==> src/rtl/muldiv_unit.sv <==
// rtl/muldiv_unit.sv - iterative MULT/MULTU/DIV/DIVU unit producing HI/LO
module muldiv_unit #(
    parameter int XLEN = 32
) (
    input  logic            clk,
    input  logic            rst_n,
    input  logic            start,
    input  logic [1:0]      op,
    input  logic [XLEN-1:0] a,
    input  logic [XLEN-1:0] b,
    output logic            busy,
    output logic            hi_we,
    output logic            lo_we,
    output logic [XLEN-1:0] hi,
    output logic [XLEN-1:0] lo
);

    typedef enum logic [1:0] {IDLE, CALC, DONE} state_t;

    localparam logic [5:0] LAST_STEP = 6'(XLEN - 1);

    state_t            state_q, state_d;
    logic [1:0]        op_q, op_d;
    logic              neg_q, neg_d;      // product / quotient sign
    logic              rneg_q, rneg_d;    // remainder sign
    logic              div0_q, div0_d;
    logic [XLEN-1:0]   orig_q, orig_d;    // untouched dividend for divide-by-zero
    logic [XLEN-1:0]   a_q, a_d;          // |multiplicand| or |dividend| (shifts left in divide)
    logic [XLEN-1:0]   b_q, b_d;          // |multiplier| (shifts right) or |divisor|
    logic [2*XLEN-1:0] acc_q, acc_d;
    logic [5:0]        cnt_q, cnt_d;
    logic [XLEN-1:0]   hi_q, hi_d, lo_q, lo_d;
    logic              we_q, we_d;
    logic              busy_q, busy_d;

    logic              a_neg, b_neg, is_div;
    logic [XLEN:0]     mul_sum, rem_sh;
    logic [XLEN+1:0]   rem_diff;
    logic              q_bit;
    logic [2*XLEN-1:0] mul_next, div_next, step_acc, prod;
    logic [XLEN-1:0]   quo, rem, fin_quo, fin_rem;

    // Datapath step, final sign correction and next-state logic.
    always_comb begin
        state_d = state_q;
        op_d    = op_q;
        neg_d   = neg_q;
        rneg_d  = rneg_q;
        div0_d  = div0_q;
        orig_d  = orig_q;
        a_d     = a_q;
        b_d     = b_q;
        acc_d   = acc_q;
        cnt_d   = cnt_q;
        hi_d    = hi_q;
        lo_d    = lo_q;
        we_d    = 1'b0;

        is_div = op_q[1];
        a_neg  = ~op[0] & a[XLEN-1];
        b_neg  = ~op[0] & b[XLEN-1];

        // Shift-add: add multiplicand into the upper half, then shift the
        // whole accumulator right so product bits settle from the bottom.
        mul_sum  = {1'b0, acc_q[2*XLEN-1:XLEN]} + (b_q[0] ? {1'b0, a_q} : '0);
        mul_next = {mul_sum, acc_q[XLEN-1:1]};

        // Restoring divide: upper half is the partial remainder, lower half
        // collects quotient bits; the borrow of the trial subtract decides.
        rem_sh   = {acc_q[2*XLEN-1:XLEN], a_q[XLEN-1]};
        rem_diff = {1'b0, rem_sh} - {2'b00, b_q};
        q_bit    = ~rem_diff[XLEN+1];
        div_next = {(q_bit ? rem_diff[XLEN-1:0] : rem_sh[XLEN-1:0]),
                    acc_q[XLEN-2:0], q_bit};

        step_acc = is_div ? div_next : mul_next;

        prod    = neg_q ? -step_acc : step_acc;
        quo     = step_acc[XLEN-1:0];
        rem     = step_acc[2*XLEN-1:XLEN];
        fin_quo = div0_q ? '1     : (neg_q  ? -quo : quo);
        fin_rem = div0_q ? orig_q : (rneg_q ? -rem : rem);

        case (state_q)
            IDLE, DONE: begin
                if (start) begin
                    state_d = CALC;
                    op_d    = op;
                    neg_d   = a_neg ^ b_neg;
                    rneg_d  = a_neg;
                    div0_d  = (b == '0);
                    orig_d  = a;
                    a_d     = a_neg ? -a : a;
                    b_d     = b_neg ? -b : b;
                    acc_d   = '0;
                    cnt_d   = '0;
                end else begin
                    state_d = IDLE;
                end
            end
            CALC: begin
                acc_d = step_acc;
                a_d   = is_div ? {a_q[XLEN-2:0], 1'b0} : a_q;
                b_d   = is_div ? b_q : {1'b0, b_q[XLEN-1:1]};
                cnt_d = cnt_q + 6'd1;
                if (cnt_q == LAST_STEP) begin
                    state_d = DONE;
                    we_d    = 1'b1;
                    hi_d    = is_div ? fin_rem : prod[2*XLEN-1:XLEN];
                    lo_d    = is_div ? fin_quo : prod[XLEN-1:0];
                end
            end
            default: state_d = IDLE;
        endcase

        busy_d = (state_d != IDLE);
    end

    // State and result registers; reset aborts any operation in flight.
    always_ff @(posedge clk or negedge rst_n) begin
        if (!rst_n) begin
            state_q <= IDLE;
            op_q    <= '0;
            neg_q   <= 1'b0;
            rneg_q  <= 1'b0;
            div0_q  <= 1'b0;
            orig_q  <= '0;
            a_q     <= '0;
            b_q     <= '0;
            acc_q   <= '0;
            cnt_q   <= '0;
            hi_q    <= '0;
            lo_q    <= '0;
            we_q    <= 1'b0;
            busy_q  <= 1'b0;
        end else begin
            state_q <= state_d;
            op_q    <= op_d;
            neg_q   <= neg_d;
            rneg_q  <= rneg_d;
            div0_q  <= div0_d;
            orig_q  <= orig_d;
            a_q     <= a_d;
            b_q     <= b_d;
            acc_q   <= acc_d;
            cnt_q   <= cnt_d;
            hi_q    <= hi_d;
            lo_q    <= lo_d;
            we_q    <= we_d;
            busy_q  <= busy_d;
        end
    end

    assign busy  = busy_q;
    assign hi_we = we_q;
    assign lo_we = we_q;
    assign hi    = hi_q;
    assign lo    = lo_q;

endmodule
==> config.mk <==
export PLATFORM = sky130hd
export DESIGN_NAME = muldiv_unit
export DESIGN_NICKNAME = d
export VERILOG_FILES = /design/src/rtl/muldiv_unit.sv
export SDC_FILE = /design/constraint.sdc
export NUM_CORES = 1
export LEC_CHECK = 0
export BUFFER_PORTS_ARGS = -buffer_cell sky130_fd_sc_hd__buf_2
export CAP_MARGIN = 0
export CORE_MARGIN = 2
export CORE_UTILIZATION = 35
export CTS_CLUSTER_DIAMETER = 200
export DETAILED_ROUTE_END_ITERATION = 7
export HOLD_SLACK_MARGIN = 0.03
export SKIP_CTS_REPAIR_TIMING = 1
export SYNTH_ARGS = -nofsm -noshare
export SYNTH_HDL_FRONTEND = slang
export SYNTH_SLANG_ARGS = --single-unit
==> constraint.sdc <==
create_clock -name clk -period 7.2 [get_ports clk]
set_clock_uncertainty 0.05 [all_clocks]
set_input_delay 1.08 -clock clk [delete_from_list [all_inputs] [get_ports clk]]
set_output_delay 1.08 -clock clk [all_outputs]
set_load 0.02 [all_outputs]
==> tab_implementation.tex <==
\begin{tabular}{lr}
\hline
Metric & Value \\
\hline
\multicolumn{2}{l}{\textbf{Run status}} \\
\quad Outcome & completed \\
\multicolumn{2}{l}{\textbf{GRT}} \\
\quad Met1 track utilization from global routing & 33.10\% \\
\quad Aggregate global routing overflow & 0 \\
\quad Peak-usage layer in the global routing report & met2 \\
\quad Number of antenna violations at the first check in global routing & 2 \\
\quad Fraction of met3 tracks used by global routing & 2.657\% \\
\quad Met2 GRT Util & 39.24\% \\
\quad Number of global-route vias before repair & 17,410 \\
\quad GR Util All Layers & between 20\% and 30\% \\
\quad First-pass GRT wire length & between 100,000 and 150,000 um \\
\quad Pin count of the biggest net entering global routing & 147 \\
\multicolumn{2}{l}{\textbf{Logic synthesis}} \\
\quad Net count after synthesis & 2,510 \\
\quad Synthesized flop and latch total & between 200 and 250 \\
\quad FFs w/ async S/R, synth & 100.0\% \\
\quad Sequential area share after synthesis & 31.59\% \\
\quad Predominant post-synthesis flop cell & sky130\_fd\_sc\_hd\_\_dfrtp\_1 \\
\quad Post-synthesis instance area & 18,860 sq um \\
\quad Post-synth EDFFs & 0 \\
\quad Gate Count Post-Synth & 2,369 \\
\quad Mean instance size in the synthesized netlist & 7.959 sq um \\
\quad Yosys warning total & 0 \\
\quad Count of distinct cell types in the synthesized netlist & around 110 \\
\multicolumn{2}{l}{\textbf{Critical path}} \\
\quad Startpoint-to-endpoint class of the critical path & flip-flop to flip-flop \\
\quad End of the worst register-to-register path & hi[22] \\
\quad Data arrival time of the critical path & 6680 ps \\
\quad CP delay by family, top & compound AO/OA/AOI/OAI gates \\
\quad Reg-to-Reg Start & b\_q[0] \\
\quad Worst path required time & 7640 ps \\
\quad Worst Reg-to-Reg Cells & 17 \\
\quad Type of element capturing the critical path & flip-flop \\
\quad Critical path, cell by cell & ha\_1 -> nor2b\_1 -> o2111ai\_1 -> a21oi\_2 -> a211o\_2 -> a21oi\_4 -> nor2\_1 -> a21oi\_1 -> ha\_1 -> nand3\_1 -> or3\_1 -> nand2b\_1 -> or2\_2 -> or3\_1 -> o31ai\_1 -> o221a\_2 -> o21ai\_1 \\
\quad Stage delay of the slowest cell on the critical path & 1010 ps \\
\quad Largest driver fanout on the critical path & 34 \\
\quad Setup crit start kind & flip-flop \\
\quad Number of buffers and inverters on the critical path & 0 \\
\quad Register-to-register setup slack & about 970 ps \\
\quad Slowest library cell on the worst path & sky130\_fd\_sc\_hd\_\_dfrtp\_1 \\
\multicolumn{2}{l}{\textbf{Detailed routing}} \\
\quad Total wire length after detailed routing & between 60,000 and 70,000 um \\
\quad Average wire per standard cell & roughly 22 um \\
\quad Detail Route Antenna Nets & 0 \\
\quad Initial drt markers & 1,650 \\
\quad DRC errors left & 0 \\
\quad Mean number of vias per cell & 5.836 \\
\quad Total number of vias & 18,350 \\
\quad Number of detailed-route iterations in the first pass & 6 \\
\multicolumn{2}{l}{\textbf{Final layout}} \\
\quad Post-route cell area & 21,130 sq um \\
\quad Net count of the finished layout & between 2,000 and 3,000 \\
\quad Highest-count cells in the layout ignoring fill and taps & 371 x sky130\_fd\_sc\_hd\_\_nand2\_1, 249 x sky130\_fd\_sc\_hd\_\_o21ai\_0, 236 x sky130\_fd\_sc\_hd\_\_dfrtp\_1 \\
\quad Count of non-filler cells in the finished layout & 3,145 \\
\quad Fraction of layout instances using a drive strength above 1 & 12.21\% \\
\quad Area overhead of the layout relative to synthesis & 12.08\% \\
\quad Commonest non-fill, non-tap cell in the layout & sky130\_fd\_sc\_hd\_\_nand2\_1 \\
\multicolumn{2}{l}{\textbf{Place}} \\
\quad I/O Buffers & 135 \\
\quad Post-Place Cell Area & 20,090 sq um \\
\quad Placer congestion estimate & 0.9784 \\
\quad Half-perimeter wire length after detailed placement & 52,340 um \\
\quad Cell Count Post-Placement & 3,091 \\
\quad Post-Place Setup Slack & $\sim$1100 ps \\
\multicolumn{2}{l}{\textbf{Clock network}} \\
\quad CTS H-tree lvls & 1 \\
\quad Clock edge transition at the registers on the reported setup and hold paths & 60 ps \\
\quad TritonCTS Sinks & 238 \\
\quad Longest Clk Path Bufs & 3 \\
\quad Clk\_lat worst skew & approximately 610 ps \\
\quad Root Driver & sky130\_fd\_sc\_hd\_\_clkbuf\_16 \\
\quad Clock tree from TritonCTS & yes \\
\quad Num CTS Buffers & 29 \\
\multicolumn{2}{l}{\textbf{Floorplanning}} \\
\quad Overall die area & between 50,000 and 60,000 sq um \\
\quad Initial cell density of the core & between 30\% and 40\% \\
\quad Number of top-level design ports & roughly 140 \\
\quad Die X & around 240 um \\
\quad Core region area & 53,500 sq um \\
\quad Die Y & 236.1 um \\
\quad Number of rows created at floorplan & 85 \\
\multicolumn{2}{l}{\textbf{Timing}} \\
\quad Setup repair after global routing missed its margin & false \\
\quad Final hold vios & 0 \\
\quad Slew @ Worst Pin & 1252 ps \\
\quad Setup slack after layout & 966.8 ps \\
\quad Max Fclk & approximately 0.16 GHz \\
\quad Final Critical Period & 6233 ps \\
\quad Post-Route Setup TNS & 0 ps \\
\quad Relative max-transition margin & 16.46\% \\
\quad Final worst path period share & between 80\% and 90\% \\
\quad Final-report max-slew violation count & 0 \\
\quad Total setup violations reported at the end of the flow & 0 \\
\multicolumn{2}{l}{\textbf{Pwr}} \\
\quad Peak supply drop & 0.2445 mV \\
\quad Static leakage & 0.008827 uW \\
\quad Total design power & 11,500 uW \\
\quad Power density over the cells & 544.1 nW/um\^{}2 \\
\multicolumn{2}{l}{\textbf{Worst hold path}} \\
\quad Min-delay worst type & flip-flop to flip-flop \\
\quad Hold Startpoint & orig\_q[13] \\
\quad Sink of the worst hold path & orig\_q[13] \\
\quad Hold depth & 2 \\
\multicolumn{2}{l}{\textbf{Job}} \\
\quad Max-cap violations & 0 \\
\hline
\end{tabular}
## cell families after synthesis
group / synth area share, %
buf+inv: 4.698
mux: 2.422
fa+ha+maj: 4.857
simple gates: 21.21
flops: 31.59
xor+xnor: 7.943
compound gates: 27.29
## per-stage QoR
stage,hold slack [ps],util [%]
2_1_floorplan,386.9,-
3_3_place_gp,404.2,37.55
3_5_place_dp,411.0,37.55
4_1_cts,425.9,39.50
5_1_grt,456.0,39.50
6_report,425.5,39.51
## state kept, by name, indices dropped and copies added (netlist names), 2 cells and up
signal   count
acc_q       64
a_q         32
b_q         32
hi          32
lo          32
orig_q      32
cnt_q        6
state_q      2
## report_power, final
| group | internal [uW] | total, uW | leakage (uW) | switching, uW |
|---|---|---|---|---|
| registers | 1890 | 2580 | 0.00296 | 693 |
| clock network | 995 | 1640 | 0.000513 | 649 |
| logic | 2540 | 7270 | 0.00535 | 4730 |
| total | 5420 | 11500 | 0.00883 | 6080 |
## worst max-delay path by stage
stage | endpoint | cells past startpoint | from
global placement | hi[22] | 17 | b_q[0]
CTS | hi[22] | 17 | b_q[0]
floorplan | hi[26] | 19 | op_q[1]
global route | hi[22] | 17 | b_q[0]
finish | hi[22] | 17 | b_q[0]
detailed placement | hi[22] | 17 | b_q[0]
## worst register-to-register path, cell delays in order (launching register included)
cell	delay (ps)
sky130_fd_sc_hd__dfrtp_1	1010
sky130_fd_sc_hd__ha_1	420
sky130_fd_sc_hd__nor2b_1	100
sky130_fd_sc_hd__o2111ai_1	310
sky130_fd_sc_hd__a21oi_2	190
sky130_fd_sc_hd__a211o_2	540
sky130_fd_sc_hd__a21oi_4	190
sky130_fd_sc_hd__nor2_1	180
sky130_fd_sc_hd__a21oi_1	270
sky130_fd_sc_hd__ha_1	290
sky130_fd_sc_hd__nand3_1	190
sky130_fd_sc_hd__or3_1	520
sky130_fd_sc_hd__nand2b_1	230
sky130_fd_sc_hd__or2_2	420
sky130_fd_sc_hd__or3_1	450
sky130_fd_sc_hd__o31ai_1	470
sky130_fd_sc_hd__o221a_2	270
sky130_fd_sc_hd__o21ai_1	70
## synthesized netlist by cell type (all sizes together) (23+ instances only)
cell type | count | share of area (%)
nand2 | 373 | 7.5
or3 | 26 | 0.86
buf | 43 | 1.3
o21ai | 268 | 7.2
nor3 | 49 | 1.3
a21o | 29 | 1.2
and2 | 48 | 1.6
xnor2 | 109 | 5.1
clkbuf | 93 | 1.9
inv | 77 | 1.5
ha | 70 | 4.6
o31ai | 30 | 1.4
a211oi | 28 | 1.4
nand4 | 23 | 0.88
dfrtp | 238 | 32
mux2i | 40 | 2.1
a21oi | 221 | 6.0
xor2 | 62 | 2.9
o211ai | 35 | 1.5
nor2 | 188 | 3.8
nand3 | 32 | 0.97
## area by class of cell
class / instances / area (sq um)
Fill cell: 5485 / 32360
Multi-Input combinational cell: 1918 / 12060
Antenna cell: 1 / 2.502
Timing Repair Buffer: 162 / 900.9
Clock inverter: 16 / 250.2
Tap cell: 696 / 870.8
Sequential cell: 238 / 5961
Inverter: 77 / 289.0
Clock buffer: 37 / 795.8
## routing by layer
metal | part of all wire (%) | routed length [um]
met2 | 46 | 31850
met4 | 4.9 | 3391
met3 | 6.2 | 4345
met1 | 43 | 30110
met5 | 0 | 0
(Power assumes the default switching activity.)
